### src/rtl/stopwatch_counter_pkg.sv
// Shared constants for the timekeeping path: FSM state encodings, default
// field limits, adjust-field codes and a small BCD split helper.
package stopwatch_counter_pkg;

  typedef enum logic [1:0] {
    ST_RUN    = 2'b00,
    ST_PAUSED = 2'b01,
    ST_ADJUST = 2'b10
  } state_e;

  typedef enum logic [1:0] {
    ADJ_NONE = 2'b00,
    ADJ_MIN  = 2'b01,
    ADJ_SEC  = 2'b10
  } adj_field_e;

  localparam int SEC_MAX_DEFAULT = 59;
  localparam int MIN_MAX_DEFAULT = 59;

  function automatic logic [3:0] bcd_tens(input int value);
    return 4'((value / 10) % 10);
  endfunction

  function automatic logic [3:0] bcd_ones(input int value);
    return 4'(value % 10);
  endfunction

endpackage

### src/rtl/bcd2_counter.sv
// Two-digit BCD up-counter with a programmable wrap value; wrap is a
// combinational pulse asserted when inc arrives while the count equals max.
module bcd2_counter
  import stopwatch_counter_pkg::*;
(
  input  logic       clk,
  input  logic       rst,
  input  logic       inc,
  input  logic [3:0] max_tens,
  input  logic [3:0] max_ones,
  output logic [3:0] tens,
  output logic [3:0] ones,
  output logic       wrap
);

  logic [3:0] tens_q, tens_d;
  logic [3:0] ones_q, ones_d;

  // NOTE: every signal written here gets a default first, so no path leaves it unassigned and no latch is inferred.
  always_comb begin
    tens_d = tens_q;
    ones_d = ones_q;
    wrap   = 1'b0;
    if (inc) begin
      if (tens_q == max_tens && ones_q == max_ones) begin
        wrap   = 1'b1;
        tens_d = 4'd0;
        ones_d = 4'd0;
      end else if (ones_q == 4'd9) begin
        ones_d = 4'd0;
        tens_d = tens_q + 4'd1;
      end else begin
        ones_d = ones_q + 4'd1;
      end
    end
  end

  // NOTE: state registers use non-blocking assignments so all flops sample the pre-edge values together.
  always_ff @(posedge clk) begin
    if (rst) begin
      tens_q <= 4'd0;
      ones_q <= 4'd0;
    end else begin
      tens_q <= tens_d;
      ones_q <= ones_d;
    end
  end

  assign tens = tens_q;
  assign ones = ones_q;

endmodule

### src/rtl/stopwatch_counter.sv
// MM:SS BCD stopwatch with run/pause and per-field adjust; the divider's
// 1 Hz / 2 Hz toggles are sampled as data and edge-detected into ticks.
module stopwatch_counter
  import stopwatch_counter_pkg::*;
#(
  parameter int MIN_MAX = MIN_MAX_DEFAULT,
  parameter int SEC_MAX = SEC_MAX_DEFAULT
) (
  input  logic       clk,
  input  logic       rst,
  input  logic       clk_1hz,
  input  logic       clk_2hz,
  input  logic       pause,
  input  logic       adj,
  input  logic       sel,
  output logic [3:0] min_tens,
  output logic [3:0] min_ones,
  output logic [3:0] sec_tens,
  output logic [3:0] sec_ones,
  output logic       running,
  output logic [1:0] adj_field
);

  localparam logic [3:0] MIN_MAX_TENS = bcd_tens(MIN_MAX);
  localparam logic [3:0] MIN_MAX_ONES = bcd_ones(MIN_MAX);
  localparam logic [3:0] SEC_MAX_TENS = bcd_tens(SEC_MAX);
  localparam logic [3:0] SEC_MAX_ONES = bcd_ones(SEC_MAX);

  logic       prev_1hz_q, prev_1hz_d;
  logic       prev_2hz_q, prev_2hz_d;
  state_e     state_q, state_d;
  adj_field_e adj_field_q, adj_field_d;

  logic tick1, tick2;
  logic sec_inc, min_inc, sec_wrap, min_wrap;

  assign tick1 = clk_1hz & ~prev_1hz_q;
  assign tick2 = clk_2hz & ~prev_2hz_q;

  // Increments act on the state held before the edge, so a tick coinciding
  // with a transition follows the old state.
  assign sec_inc = (state_q == ST_RUN    && tick1) ||
                   (state_q == ST_ADJUST && tick2 &&  sel);
  assign min_inc = (state_q == ST_RUN    && sec_wrap) ||
                   (state_q == ST_ADJUST && tick2 && !sel);

  always_comb begin
    prev_1hz_d = clk_1hz;
    prev_2hz_d = clk_2hz;
    state_d    = state_q;
    case (state_q)
      ST_RUN: begin
        if (adj)        state_d = ST_ADJUST;
        else if (pause) state_d = ST_PAUSED;
      end
      ST_PAUSED: begin
        if (adj)        state_d = ST_ADJUST;
        else if (pause) state_d = ST_RUN;
      end
      ST_ADJUST: begin
        if (!adj)       state_d = ST_PAUSED;
      end
      default:          state_d = ST_RUN;
    endcase
    adj_field_d = ADJ_NONE;
    if (state_d == ST_ADJUST) adj_field_d = sel ? ADJ_SEC : ADJ_MIN;
  end

  // History registers load the live levels during reset too, so a divider
  // output already high at release does not produce a tick.
  always_ff @(posedge clk) begin
    prev_1hz_q <= prev_1hz_d;
    prev_2hz_q <= prev_2hz_d;
    if (rst) begin
      state_q     <= ST_RUN;
      adj_field_q <= ADJ_NONE;
    end else begin
      state_q     <= state_d;
      adj_field_q <= adj_field_d;
    end
  end

  bcd2_counter u_sec (
    .clk      (clk),
    .rst      (rst),
    .inc      (sec_inc),
    .max_tens (SEC_MAX_TENS),
    .max_ones (SEC_MAX_ONES),
    .tens     (sec_tens),
    .ones     (sec_ones),
    .wrap     (sec_wrap)
  );

  bcd2_counter u_min (
    .clk      (clk),
    .rst      (rst),
    .inc      (min_inc),
    .max_tens (MIN_MAX_TENS),
    .max_ones (MIN_MAX_ONES),
    .tens     (min_tens),
    .ones     (min_ones),
    .wrap     (min_wrap)
  );

  assign running   = (state_q == ST_RUN);
  assign adj_field = adj_field_q;

endmodule

### config.mk
export PLATFORM = sky130hd
export DESIGN_NAME = stopwatch_counter
export DESIGN_NICKNAME = d
export VERILOG_FILES = /design/src/rtl/stopwatch_counter_pkg.sv /design/src/rtl/bcd2_counter.sv /design/src/rtl/stopwatch_counter.sv
export SDC_FILE = /design/constraint.sdc
export NUM_CORES = 1
export LEC_CHECK = 0
export CAP_MARGIN = 25
export CORE_MARGIN = 5
export CORE_UTILIZATION = 49
export CTS_CLUSTER_SIZE = 30
export DETAILED_ROUTE_END_ITERATION = 8
export GPL_TIMING_DRIVEN = 0
export MAX_ROUTING_LAYER = met4
export PLACE_DENSITY = 0.84
export SETUP_SLACK_MARGIN = 0.3
export SKIP_CTS_REPAIR_TIMING = 1
export SLEW_MARGIN = 20
export SYNTH_ARGS = -nofsm -noshare
export SYNTH_HDL_FRONTEND = slang
export SYNTH_SLANG_ARGS = --single-unit
### constraint.sdc
create_clock -name clk -period 1.9 [get_ports clk]
set_input_delay 0.38 -clock clk [delete_from_list [all_inputs] [get_ports clk]]
set_output_delay 0.38 -clock clk [all_outputs]
set_load 0.05 [all_outputs]
Yosys cells after proc, flatten, opt, wreduce, memory -nomap -nowiden
Cells that the tools add are included.
{"block": "totals", "elab_cells": 57, "reg_bits": 22}
{"block": "op_classes", "addsub": 4, "muxes": 17, "n_reduce_logical": 16, "n_bitwise": 5, "n_eq_ne": 7}
{"op": "$mux 4", "n": 8}
{"op": "$add 4x1->4 const B", "n": 4}
{"op": "$mux 2", "n": 6}
{"op": "$eq 4x3->1 const B", "n": 2}
{"op": "$eq 4x4->1 const B", "n": 2}
{"op": "$logic_and 1x1->1", "n": 7}
{"op": "$pmux 2 s3", "n": 1}
{"op": "$eq 2x2->1 const B", "n": 2}
{"op": "$reduce_and 2->1", "n": 2}
{"op": "$reduce_bool 2->1", "n": 2}
{"op": "$not 1->1", "n": 3}
{"op": "$and 1x1->1", "n": 2}
{"op": "$eq 2x1->1 const B", "n": 1}
{"op": "$logic_not 2->1", "n": 1}
{"op": "$logic_or 1x1->1", "n": 2}
{"op": "$mux 1", "n": 2}
{"op": "$reduce_or 2->1", "n": 1}
{"op": "$logic_not 1->1", "n": 1}

Logic depth before layout (Yosys ltp)
{"block": "logic_depth", "depth_word": 9, "ltp_mapped": 7, "mapped_depth_nobuf": 6}

Modules after synthesis
Synthesis repeated with hierarchy kept, for this count alone.
{"block": "unflattened", "cells_unflattened": 134, "hier_area_um2": 1281.2}
{"mod": "bcd2_counter", "cells_each": 55, "seq_area_each_um2": 160.2, "instances": 2, "area_each_um2": 519.2}
{"mod": "stopwatch_counter", "cells_each": 24, "seq_area_each_um2": 120.1, "instances": 1, "area_each_um2": 242.7}

Worst setup path before layout
No wires, ideal clock.
{"block": "synth_timing", "path_kind": "flip-flop to flip-flop", "start": "register u_sec.ones_q[1] (netlist: u_sec.ones[1])", "end": "register u_min.tens_q[0] (netlist: u_min.tens[0])", "setup_slack_ps": -92, "period_less_slack_ps": 1992, "setup_time_ps": 72, "path_buffers": 0, "required_ps": 1828, "stages_incl_launch_ff": 7, "arrival_ps": 1920, "cell_sequence": "dfxtp_1 -> inv_1 -> ha_1 -> and3b_1 -> a22o_1 -> a31oi_1 -> mux2i_1"}
{"block": "synth_between", "elab_chain_cells": 7}
{"item": "start: declaration", "line_no": "bcd2_counter.sv:17", "text": "logic [3:0] ones_q, ones_d;"}
{"item": "start signal: assignment", "line_no": "bcd2_counter.sv:45", "text": "ones_q <= ones_d;"}
{"item": "$eq 4x4->1", "line_no": "bcd2_counter.sv:25", "text": "if (tens_q == max_tens && ones_q == max_ones) begin"}
{"item": "$logic_and 1x1->1", "line_no": "bcd2_counter.sv:25"}
{"item": "$mux 1", "line_no": "bcd2_counter.sv:25"}
{"item": "$mux 1", "line_no": "bcd2_counter.sv:24", "text": "if (inc) begin"}
{"item": "$logic_and 1x1->1", "line_no": "stopwatch_counter.sv:44", "text": "assign min_inc = (state_q == ST_RUN && sec_wrap) ||"}
{"item": "$logic_or 1x1->1", "line_no": "stopwatch_counter.sv:44"}
{"item": "$reduce_and 2->1 (no line)"}
{"item": "end signal: assignment", "line_no": "bcd2_counter.sv:44", "text": "tens_q <= tens_d;"}
{"item": "end: declaration", "line_no": "bcd2_counter.sv:16", "text": "logic [3:0] tens_q, tens_d;"}
Every way passes these cells.
A chain may end at the register's enable or synchronous reset.

Worst setup path after layout
{"block": "layout_timing", "start": "register state_q[1]", "end": "output running"}
{"block": "layout_between", "elab_chain_cells": 1}
{"item": "start: declaration", "line_no": "stopwatch_counter.sv:31", "text": "state_e state_q, state_d;"}
{"item": "start signal: assignment", "line_no": "stopwatch_counter.sv:78", "text": "state_q <= state_d;"}
{"item": "$logic_not 2->1", "line_no": "stopwatch_counter.sv:105", "text": "assign running = (state_q == ST_RUN);"}
{"item": "end: declaration", "line_no": "stopwatch_counter.sv:20", "text": "output logic running,"}
Every way passes these cells.

==> results_dict.tcl <==
set metrics [dict create \
    status "finished, final reports clean" \
    swShare_pct 26.5 \
    tns_ns 0 \
    drv_slew 0 \
    min_from "clk_1hz" \
    synth_area_sq_um 1160 \
    drive_gt1_share_pct 33.5 \
    detail_route.wl_per_cell_microns 18.4 \
    routed_wl_microns 3590 \
    instances_no_fill 195 \
    fmax_mhz 551 \
    internal_power_w 0.000738 \
    tritoncts "built" \
    stdcell_area_sq_um 1780 \
    setup_viol 0 \
    critical_path_required_ns 1.52 \
    p_sw_w 0.000266 \
    synth_seq_area_share_pct 38.1 \
    start_util_pct 51.8 \
    ant_nets 0 \
    htree_levels 1 \
    coreArea_sq_um 2230 \
    worst_slew_pin_slew_ns 0.562 \
    clkTransAtPathRegs_ns 0.14 \
    register_area_sq_um 475 \
    num_io_pins 26 \
    slew-limit-headroom_pct 62.5 \
    synth_cell_types 39 \
    row_count 17 \
    cellPowerDensity_nw_per_um2 564 \
    cp_max_fo 6 \
    dieWidth_microns 58.6 \
    syn_inst 131 \
    antenna_found_initial 0 \
    synth_enable_flop_cells 0 \
    n_fill_cell 144 \
    die_area_sq_um 3430 \
    cts.sinks 22 \
    holdPathStages 1 \
    synthArstFlopShare_pct 0 \
    io_buffers 24 \
    area_growth_pct 53.8 \
    pre_cts_ws_ns -0.178 \
    fp.dieH_microns 58.6 \
    dp_cells 183 \
    min_period_over_period_pct 95.5 \
    min_path_type "in -> reg" \
    ys_warn_count 0 \
    nets 183 \
    route.detailed.drc 0 \
    cts_made_buffers 3 \
    viasPerCell 5.89 \
    multi_input_area_sq_um 812 \
    clock_path_buffers 2 \
    ys.flop_type "dfxtp_1" \
    num_vias 1148 \
    first_pass_iters 4 \
    worst_clock_skew_ns 0.00289 \
    reg2reg_from "state_q[1]" \
    grt_pass1_vias 1114 \
    fin_ws_ns 0.0847 \
    crit_path_start_kind "register" \
    grt_max_degree 14 \
    crit_type "reg -> out" \
    holdPathEnd "prev_1hz_q" \
    r2r-end "u_sec.tens[3]" \
    maxCapViolations 0 \
    grt_pass1_wl_microns 4850 \
    hold_viol_final 0 \
    power_frac_comb_pct 13.8 \
    place_hpwl_microns 1960 \
    synth_nets 146 \
    endpoint_kind "output pin" \
    clk_latency_ns 0.32 \
    p_leak_nw 0.957 \
    diodes 0 \
    seqPwrFrac_pct 48.2 \
    cts_root_buf "clkbuf_4" \
    worst_ep_arrival_time_ns 1.44 \
    grt-ovfl-total 0 \
    synth.avg_cell_area_sq_um 8.83 \
    pwr-share-clk_pct 37.9 \
    synth-seq-cells 22 \
    peakVddDrop_v 0.000654 \
    drtIter0Drc 63 \
    rr_worst_depth 5 \
    grt_usage_pct 18.7 \
    place_congestion 0.848 \
    placed_area_sq_um 1500 \
    rsz0062_at_grt "yes" \
    r2r_slack_ns 0.15 \
    period_needed_ns 1.82 \
    timing.hold.ws_ns 0.185 \
]
stage by stage:
stage	util [%]	power, W
after floorplan	-	0.000563
after global placement	67.0	0.000601
after detailed placement	67.0	0.000605
after CTS	69.4	0.000969
after global routing	79.7	0.00104
final	79.7	0.00100
registers in the layout (all words and copies together) (netlist names):
name,flops
u_min.ones,4
u_min.tens,4
u_sec.ones,4
u_sec.tens,4
adj_field,2
state_q,2
prev_1hz_q,1
prev_2hz_q,1
cell usage in the layout (no fill, tap or decap), types with 2 or more instances in the layout:
cell type        count
mux2i_1              5
nor2b_1              3
nand2b_1             3
clkbuf_1             2
buf_4                7
and3_1               3
inv_1                7
dfxtp_1              8
buf_6                2
nor2_1               5
o21ai_0              3
nand2_4              2
nand3_1              4
or3_1                5
dfxtp_4              7
nand2_1              8
ha_1                 7
and3b_1              3
a211oi_2             2
a21oi_2              2
dlymetal6s2s_1      19
a21oi_1              6
clkbuf_4             4
xor2_1               2
a211oi_1             2
clkbuf_2             2
dfxtp_2              7
clkdlybuf4s50_1      3
per-layer routing:
metal / up-vias / part of all wire [%] / routed length, microns / GRT usage, %
met2: 56 / 52 / 1860 / 30.3
met5: - / 0 / 0 / -
li1: 547 / - / - / -
met4: 0 / 2.4 / 85 / 8.41
met3: 10 / 6.2 / 222 / 3.73
met1: 535 / 40 / 1420 / 22.3
worst max-delay path by stage:
stage | end | startpoint | cells past startpoint
after global routing | running | state_q[0] | 2
after detailed placement | u_sec.tens[3] | clk_1hz | 5
final | running | state_q[1] | 2
after global placement | u_sec.tens[3] | clk_1hz | 5
after floorplan | u_min.tens[0] | u_sec.ones[1] | 6
after CTS | running | state_q[1] | 2
power groups by stage:
stage          Sequential, W  Combinational, W  Clock [W]
3_5_place_dp        0.000493          0.000113          0
6_report            0.000484          0.000139   0.000381
2_1_floorplan       0.000514         0.0000488          0
5_1_grt             0.000487          0.000147   0.000404
4_1_cts             0.000482          0.000114   0.000373
3_3_place_gp        0.000491          0.000110          0
worst max-delay path, stage by stage (launching register included):
cell and delay [ns]:
dfxtp_4 0.39, nor2_2 0.25, dlymetal6s2s_1 0.47
cell families (layout without fill, tap and decap cells):
logic type                 after synthesis  count (layout)  share of synthesized area, %
and+or+nand+nor                         52              52                          27.2
AOI/OAI and AO/OA                       29              29                          15.9
DFF                                     22              22                          38.1
buffers and inverters                   13              49                          4.32
adders and majority gates                8               8                          8.65
muxes                                    5               5                          4.32
xor gates and xnor gates                 2               2                          1.51
synthesized netlist by cell type (3+ instances only):
cell | n | area (sq um)
inv_1 | 8 | 30.0
nand3_1 | 4 | 20.0
a21oi_1 | 9 | 45.0
nand2b_1 | 4 | 25.0
o21ai_0 | 3 | 15.0
dfxtp_1 | 22 | 440
nand2_1 | 10 | 37.5
or3_1 | 6 | 37.5
ha_1 | 8 | 100
and3b_1 | 3 | 26.3
nor2b_1 | 3 | 18.8
mux2i_1 | 5 | 50.1
and3_1 | 3 | 18.8
clkbuf_1 | 4 | 15.0
a211oi_1 | 4 | 30.0
nor2_1 | 6 | 22.5
cell type report:
cell class,count,area share [%]
clock inverter,1,1.69
buffer,5,1.76
timing repair buffer,32,19.2
sequential,22,26.7
clock buffer,3,1.26
tap,28,1.97
inverter,8,1.83
multi-input combinational,96,45.6
Note: power is estimated with default switching activity, not from simulation.
